==> config.mk <==
export PLATFORM = sky130hd
export DESIGN_NAME = reset_sequencer
export DESIGN_NICKNAME = d
export VERILOG_FILES = /design/src/rtl/reset_sequencer.sv
export SDC_FILE = /design/constraint.sdc
export NUM_CORES = 1
export LEC_CHECK = 0
export CELL_PAD_IN_SITES_DETAIL_PLACEMENT = 0
export CELL_PAD_IN_SITES_GLOBAL_PLACEMENT = 1
export CORE_ASPECT_RATIO = 0.9
export CORE_MARGIN = 4
export CORE_UTILIZATION = 50
export CTS_BUF_LIST = sky130_fd_sc_hd__clkbuf_8
export CTS_CLUSTER_SIZE = 10
export DETAILED_ROUTE_END_ITERATION = 12
export GPL_ROUTABILITY_DRIVEN = 0
export PLACE_DENSITY_LB_ADDON = 0.12
export REMOVE_ABC_BUFFERS = 1
export SLEW_MARGIN = 20
export SYNTH_ARGS = -nofsm -noshare
export SYNTH_HDL_FRONTEND = slang
export SYNTH_SLANG_ARGS = --single-unit
==> constraint.sdc <==
create_clock -name iTenMHzClk -period 1.94 [get_ports iTenMHzClk]
set_input_delay 0.194 -clock iTenMHzClk [delete_from_list [all_inputs] [get_ports iTenMHzClk]]
set_output_delay 0.194 -clock iTenMHzClk [all_outputs]
set_load 0.02 [all_outputs]
==> src/rtl/reset_sequencer.sv <==
// Staged power-on reset sequencer: releases per-domain resets one at a time with an ack
// handshake, and restarts the whole sequence on a debounced button press or watchdog expiry.
module reset_sequencer #(
    parameter int unsigned NUM_STAGES  = 4,
    parameter int unsigned STAGE_DELAY = 16,
    parameter int unsigned DEBOUNCE    = 1000,
    parameter int unsigned WDT_TIMEOUT = 1000000,
    parameter int unsigned ACK_TIMEOUT = 4096
) (
    input  logic                  iTenMHzClk,
    input  logic                  iResetn,
    input  logic                  iButtonn,
    input  logic                  iWdtEn,
    input  logic                  iWdtKick,
    input  logic [NUM_STAGES-1:0] iStageAck,
    output logic [NUM_STAGES-1:0] oStageResetn,
    output logic                  oAllReady,
    output logic [1:0]            oResetCause,
    output logic                  oFault
);

    localparam int unsigned StageW = (NUM_STAGES > 1) ? $clog2(NUM_STAGES) : 1;
    localparam int unsigned DlyW   = $clog2(STAGE_DELAY + 1);
    localparam int unsigned DbW    = $clog2(DEBOUNCE + 1);
    localparam int unsigned WdtW   = $clog2(WDT_TIMEOUT + 1);
    localparam int unsigned AckW   = $clog2(ACK_TIMEOUT + 1);

    localparam logic [2:0] StHold    = 3'd0;
    localparam logic [2:0] StRelease = 3'd1;
    localparam logic [2:0] StWaitAck = 3'd2;
    localparam logic [2:0] StGap     = 3'd3;
    localparam logic [2:0] StRun     = 3'd4;

    localparam logic [1:0] CausePor    = 2'b00;
    localparam logic [1:0] CauseButton = 2'b01;
    localparam logic [1:0] CauseWdt    = 2'b10;
    localparam logic [1:0] CauseAckTo  = 2'b11;

    logic                  btn_meta_q, btn_sync_q;
    logic [NUM_STAGES-1:0] ack_meta_q, ack_sync_q;
    logic                  btn_level_q, btn_level_d;
    logic [DbW-1:0]        db_cnt_q, db_cnt_d;
    logic                  btn_event_q, btn_event_d;

    logic [2:0]            state_q, state_d;
    logic [StageW-1:0]     stage_q, stage_d;
    logic [DlyW-1:0]       dly_cnt_q, dly_cnt_d;
    logic [AckW-1:0]       ack_cnt_q, ack_cnt_d;
    logic [WdtW-1:0]       wdt_cnt_q, wdt_cnt_d;
    logic [NUM_STAGES-1:0] stage_rstn_q, stage_rstn_d;
    logic                  all_ready_q, all_ready_d;
    logic [1:0]            cause_q, cause_d;
    logic                  fault_q, fault_d;

    logic ack_now, wdt_expire, ack_timeout, wdt_counting;

    // Button debounce: the accepted level follows the synchronized pin only after it has
    // disagreed for DEBOUNCE consecutive cycles. A high-to-low acceptance is one event.
    always_comb begin
        btn_level_d = btn_level_q;
        db_cnt_d    = '0;
        if (btn_sync_q != btn_level_q) begin
            if (db_cnt_q == DbW'(DEBOUNCE - 1)) begin
                btn_level_d = btn_sync_q;
            end else begin
                db_cnt_d = db_cnt_q + 1'b1;
            end
        end
        btn_event_d = btn_level_q & ~btn_level_d;
    end

    assign ack_now      = ack_sync_q[stage_q];
    assign wdt_counting = (state_q == StRun) && iWdtEn && !iWdtKick;
    assign wdt_expire   = wdt_counting && (wdt_cnt_q == WdtW'(WDT_TIMEOUT - 1));
    assign ack_timeout  = (state_q == StWaitAck) && !ack_now &&
                          (ack_cnt_q == AckW'(ACK_TIMEOUT - 1));

    always_comb begin
        state_d   = state_q;
        stage_d   = stage_q;
        dly_cnt_d = dly_cnt_q;
        ack_cnt_d = ack_cnt_q;
        cause_d   = cause_q;
        fault_d   = fault_q;
        wdt_cnt_d = (wdt_counting && !wdt_expire) ? wdt_cnt_q + 1'b1 : '0;

        case (state_q)
            StHold: begin
                if (dly_cnt_q == DlyW'(STAGE_DELAY)) begin
                    dly_cnt_d = '0;
                    stage_d   = '0;
                    state_d   = StRelease;
                end else begin
                    dly_cnt_d = dly_cnt_q + 1'b1;
                end
            end
            StRelease: begin
                ack_cnt_d = '0;
                state_d   = StWaitAck;
            end
            StWaitAck: begin
                if (ack_now) begin
                    dly_cnt_d = '0;
                    state_d   = (stage_q == StageW'(NUM_STAGES - 1)) ? StRun : StGap;
                end else if (ack_timeout) begin
                    dly_cnt_d = '0;
                    cause_d   = CauseAckTo;
                    fault_d   = 1'b1;
                    state_d   = StHold;
                end else begin
                    ack_cnt_d = ack_cnt_q + 1'b1;
                end
            end
            StGap: begin
                if (dly_cnt_q == DlyW'(STAGE_DELAY)) begin
                    dly_cnt_d = '0;
                    stage_d   = stage_q + 1'b1;
                    state_d   = StRelease;
                end else begin
                    dly_cnt_d = dly_cnt_q + 1'b1;
                end
            end
            StRun: begin
            end
            default: begin
                dly_cnt_d = '0;
                state_d   = StHold;
            end
        endcase

        // Button beats watchdog beats ack timeout for the reported cause; fault stays set.
        if (state_q != StHold && (btn_event_q || wdt_expire)) begin
            dly_cnt_d = '0;
            cause_d   = btn_event_q ? CauseButton : CauseWdt;
            state_d   = StHold;
        end
    end

    always_comb begin
        stage_rstn_d = stage_rstn_q;
        if (state_d == StHold) begin
            stage_rstn_d = '0;
        end else if (state_q == StRelease) begin
            stage_rstn_d[stage_q] = 1'b1;
        end
        all_ready_d = (state_q == StRun) && (state_d == StRun);
    end

    always_ff @(posedge iTenMHzClk or negedge iResetn) begin
        if (!iResetn) begin
            btn_meta_q   <= 1'b0;
            btn_sync_q   <= 1'b0;
            ack_meta_q   <= '0;
            ack_sync_q   <= '0;
            btn_level_q  <= 1'b0;
            db_cnt_q     <= '0;
            btn_event_q  <= 1'b0;
            state_q      <= StHold;
            stage_q      <= '0;
            dly_cnt_q    <= '0;
            ack_cnt_q    <= '0;
            wdt_cnt_q    <= '0;
            stage_rstn_q <= '0;
            all_ready_q  <= 1'b0;
            cause_q      <= CausePor;
            fault_q      <= 1'b0;
        end else begin
            btn_meta_q   <= iButtonn;
            btn_sync_q   <= btn_meta_q;
            ack_meta_q   <= iStageAck;
            ack_sync_q   <= ack_meta_q;
            btn_level_q  <= btn_level_d;
            db_cnt_q     <= db_cnt_d;
            btn_event_q  <= btn_event_d;
            state_q      <= state_d;
            stage_q      <= stage_d;
            dly_cnt_q    <= dly_cnt_d;
            ack_cnt_q    <= ack_cnt_d;
            wdt_cnt_q    <= wdt_cnt_d;
            stage_rstn_q <= stage_rstn_d;
            all_ready_q  <= all_ready_d;
            cause_q      <= cause_d;
            fault_q      <= fault_d;
        end
    end

    assign oStageResetn = stage_rstn_q;
    assign oAllReady    = all_ready_q;
    assign oResetCause  = cause_q;
    assign oFault       = fault_q;

endmodule

==> flow_results.org <==
** Worst setup path
- STA puts the critical path data arrival time at 2.13 ns.
- STA classifies the critical path endpoint as a flip-flop.
- Crit start category :: flip-flop
- The setup path with the least slack is of type flip-flop to flip-flop.
- R2R Setup Slk :: 0.06 ns
- Largest fanout on the critical path :: 14
- Required time at the worst-slack endpoint :: 2.19 ns

** Drt
- After detailed routing, the number of remaining DRC violations is 0.
- For this block, the initial DRC count from the detailed router was 96.
- Detailed-route wire length :: 7120 um
- Number of vias per cell :: 5.32
- Before antenna repair, the detailed router went through 4 iterations.
- Number of vias after detailed routing :: 2624
- Final antenna-violating net count :: 0
- After detailed routing, the average wire length per cell comes to 14.4 um.

** Run status
- Run status :: finished clean

** Layout
- The library cell used most frequently in the layout, excluding fill and tap cells, is sky130_fd_sc_hd__dfrtp_1.
- Number of standard cells in the final layout excluding fillers :: 493
- Final-stage net count :: 413
- Relative to the synthesized area, the layout overhead comes to 19.7%.
- # diodes :: 0
- In the layout the commonest cells are sky130_fd_sc_hd__dfrtp_1 (73), sky130_fd_sc_hd__nor2_1 (48), sky130_fd_sc_hd__nand2_1 (27), sky130_fd_sc_hd__xnor2_1 (27), sky130_fd_sc_hd__buf_4 (27).
- Of the cells placed in the final design, the portion with a size suffix greater than 1 is 0.195.
- # fillers :: 593

** STA
- Across all hold checks on the routed design, the worst slack comes to 0.267 ns.
- Count of final hold-check violations :: 0
- Max Transition Viols Final :: 0
- Setup violations remaining at the end of the flow were counted as 0.
- Final period demand of the worst path :: 1.88 ns
- Setup clock skew after layout :: 0.0120 ns
- Fraction of the cycle the final worst path needs :: 0.970
- Slew headroom :: 0.717
- Static timing analysis puts the maximum clock frequency at 531 MHz.
- Actual transition at the worst max-transition pin :: 0.423 ns
- RSZ-0062 raised after global routing :: true

** Die
- Row count :: 29
- The die covers 8700 um^2.
- The die is 97.9 um wide.
- The initial utilization of the core area, before any placement, comes to 0.514.
- Core Box Area :: 7080 um^2
- Height of the chip :: 88.9 um
- 17 I/O pins were placed.

** Job
- Max cap viols :: 0

** Synth
- Synthesized netlist cell count :: 348
- Number of library cell types mapped by synthesis :: 58
- Ys Warns :: 0
- After synthesis the cells add up to 3630 um^2.
- Seq/Total Area, Yosys :: 0.503
- For this run, the leading register cell type out of synthesis is sky130_fd_sc_hd__dfrtp_1.
- In this run, synthesis inferred 0 flip-flops with an integrated enable.
- Post-synthesis async set-or-reset flop share :: 1.00
- Counting flops and latches in the post-synthesis netlist gives 73.
- The average instance in the mapped netlist occupies 10.4 um^2.

** Power and ir drop
- Switching Fraction :: 0.329
- Leakage power total :: 1.82 nW
- The share of total power dissipated in sequential elements is 0.415.
- The worst-case IR drop observed on VDD is 0.638 mV.
- Proportion of power drawn by combinational gates :: 0.302
- Cell internal power was estimated by the tool at 2.79 mW.
- Power density of the placed cells :: 956 nW/um^2
- The share of total power dissipated in the clock network is 0.283.
- Summed over all nets, the switching power comes to 1.37 mW.

** Clock tree
- Buffers inserted during clock tree synthesis total 9.
- Clock-pin slew was measured on the worst setup and hold paths at 0.08 ns.
- Insertion delay to the later sink of the worst-skew pair :: 0.36 ns
- CTS placed an instance of sky130_fd_sc_hd__clkbuf_8 at the clock tree root.
- Clock tree from TritonCTS :: yes
- Counting along the longest clock path gives a buffer depth of 2.
- The clock tree synthesis step divided the H-tree into 3 levels.
- CTS Sinks :: 73

** GRT
- The number of antenna violations at the first check in global routing came to 0.
- The via count of the first global-routing pass was 2489.
- First-pass GRT wire length :: 11900 um
- Entering global routing, the biggest net connects 52 pins.
- In the global route stage, overall resource usage came out at 0.175.
- Total congestion overflow :: 0

** Place
- Number of cells after detailed placement :: 475
- Placed wire-length estimate :: 5110 um
- Total of buffers placed on input and output ports :: 16

** Worst hold path
- The min-delay analysis places its worst path in the category input pin to asynchronous set/reset pin.
==> synth_stat cells (3+ instances only) <==
cell type                  number  area, um^2
sky130_fd_sc_hd__a21oi_1        9        45.0
sky130_fd_sc_hd__inv_1         10        37.5
sky130_fd_sc_hd__nand3_1       21         105
sky130_fd_sc_hd__dfrtp_1       73        1830
sky130_fd_sc_hd__nand2b_1       4        25.0
sky130_fd_sc_hd__nand2_1       27         101
sky130_fd_sc_hd__xnor2_1       27         236
sky130_fd_sc_hd__ha_1           9         113
sky130_fd_sc_hd__nor2_1        50         188
sky130_fd_sc_hd__mux2i_1        4        40.0
sky130_fd_sc_hd__o21ai_0        5        25.0
sky130_fd_sc_hd__clkbuf_1       3        11.3
sky130_fd_sc_hd__and3_1         3        18.8
sky130_fd_sc_hd__nor2_2         6        37.5
sky130_fd_sc_hd__o31ai_1        3        22.5
sky130_fd_sc_hd__nand4_1       10        62.6
sky130_fd_sc_hd__or4_1          3        22.5
sky130_fd_sc_hd__nor4_1         6        37.5
sky130_fd_sc_hd__xor2_1        11        96.3
sky130_fd_sc_hd__nor3_1        12        60.1
==> state kept, by name, indices dropped and copies added (netlist names), 3 cells and up <==
name,flops
wdt_cnt_q,20
ack_cnt_q,13
db_cnt_q,10
dly_cnt_q,5
ack_meta_q,4
ack_sync_q,4
oStageResetn,4
state_q,3
==> worst max-delay path: stages (launching register included) <==
cell	delay [ns]
sky130_fd_sc_hd__dfrtp_1	0.40
sky130_fd_sc_hd__buf_4	0.20
sky130_fd_sc_hd__nor4b_4	0.29
sky130_fd_sc_hd__o2bb2a_4	0.24
sky130_fd_sc_hd__nor4_1	0.43
sky130_fd_sc_hd__xnor2_1	0.17
sky130_fd_sc_hd__nor2_1	0.05
==> stage by stage <==
step	instance area [um^2]	setup WS, ns	utilization	setup TNS (ns)	total power [mW]
floorplan	3570	-0.612	-	-7.84	2.49
global placement	4050	-0.0132	0.573	-0.0389	2.91
detailed placement	4050	-0.0167	0.573	-0.0461	2.93
CTS	4270	0.00323	0.603	0	4.14
global route	4350	-0.0495	0.615	-0.182	4.41
finish	4350	0.0585	0.615	0	4.16
==> logic make-up (layout without fill, tap and decap cells) <==
kind of cell               count (synthesis)  in the layout  synth area share
xor gates and xnor gates                  38             38            0.0916
DFF                                       73             73             0.503
AOI/OAI and AO/OA                         37             37            0.0740
muxes                                      7              7            0.0255
buffers and inverters                     18             70            0.0279
and+or+nand+nor                          166            166             0.247
adders and majority gates                  9              9            0.0310
==> what timing repair did <==
action                                  CTS  global route
endpoints found under the setup margin    4            32
resized for setup                         1            16
pin swaps                                 1             6
buffers inserted                          1             0
hold buffers                              1             0
hold endpoints to repair                 22             0
==> power groups by stage <==
| stage | sequential, mW | combinational (mW) | clock [mW] |
|---|---|---|---|
| finish | 1.72 | 1.26 | 1.18 |
| global route | 1.74 | 1.38 | 1.29 |
| detailed placement | 1.76 | 1.17 | 0 |
| global placement | 1.75 | 1.15 | 0 |
| floorplan | 1.87 | 0.615 | 0 |
| CTS | 1.72 | 1.19 | 1.22 |
==> area by class of cell <==
class | instances | area (um^2) | area share
flip-flops and latches | 73 | 1830 | 0.420
well taps | 93 | 116 | 0.0268
clock inverters | 7 | 71.3 | 0.0164
multi-input cells | 257 | 1790 | 0.412
repair buffers | 44 | 383 | 0.0881
clock buffers | 9 | 124 | 0.0285
inverters | 10 | 37.5 | 0.00863
==> layer usage <==
metal	track usage	vias to the layer above	part of all wire
li1	-	1311	-
met1	0.242	1256	0.50
met2	0.265	49	0.45
met3	0.0559	8	0.038
met4	0.0541	0	0.011
met5	0	-	0
==> worst paths after layout <==
check,to,start,cells after the start
setup / recovery,ack_cnt_q[7],state_q[0],6
hold / removal,ack_cnt_q[9],iResetn,2
setup reg to reg,ack_cnt_q[7],state_q[0],6
hold reg to reg,ack_sync_q[0],ack_meta_q[0],0
max in group asynchronous,state_q[0],iResetn,3
min in group iTenMHzClk,ack_meta_q[2],iStageAck[2],1
(Power assumes the default switching activity.)
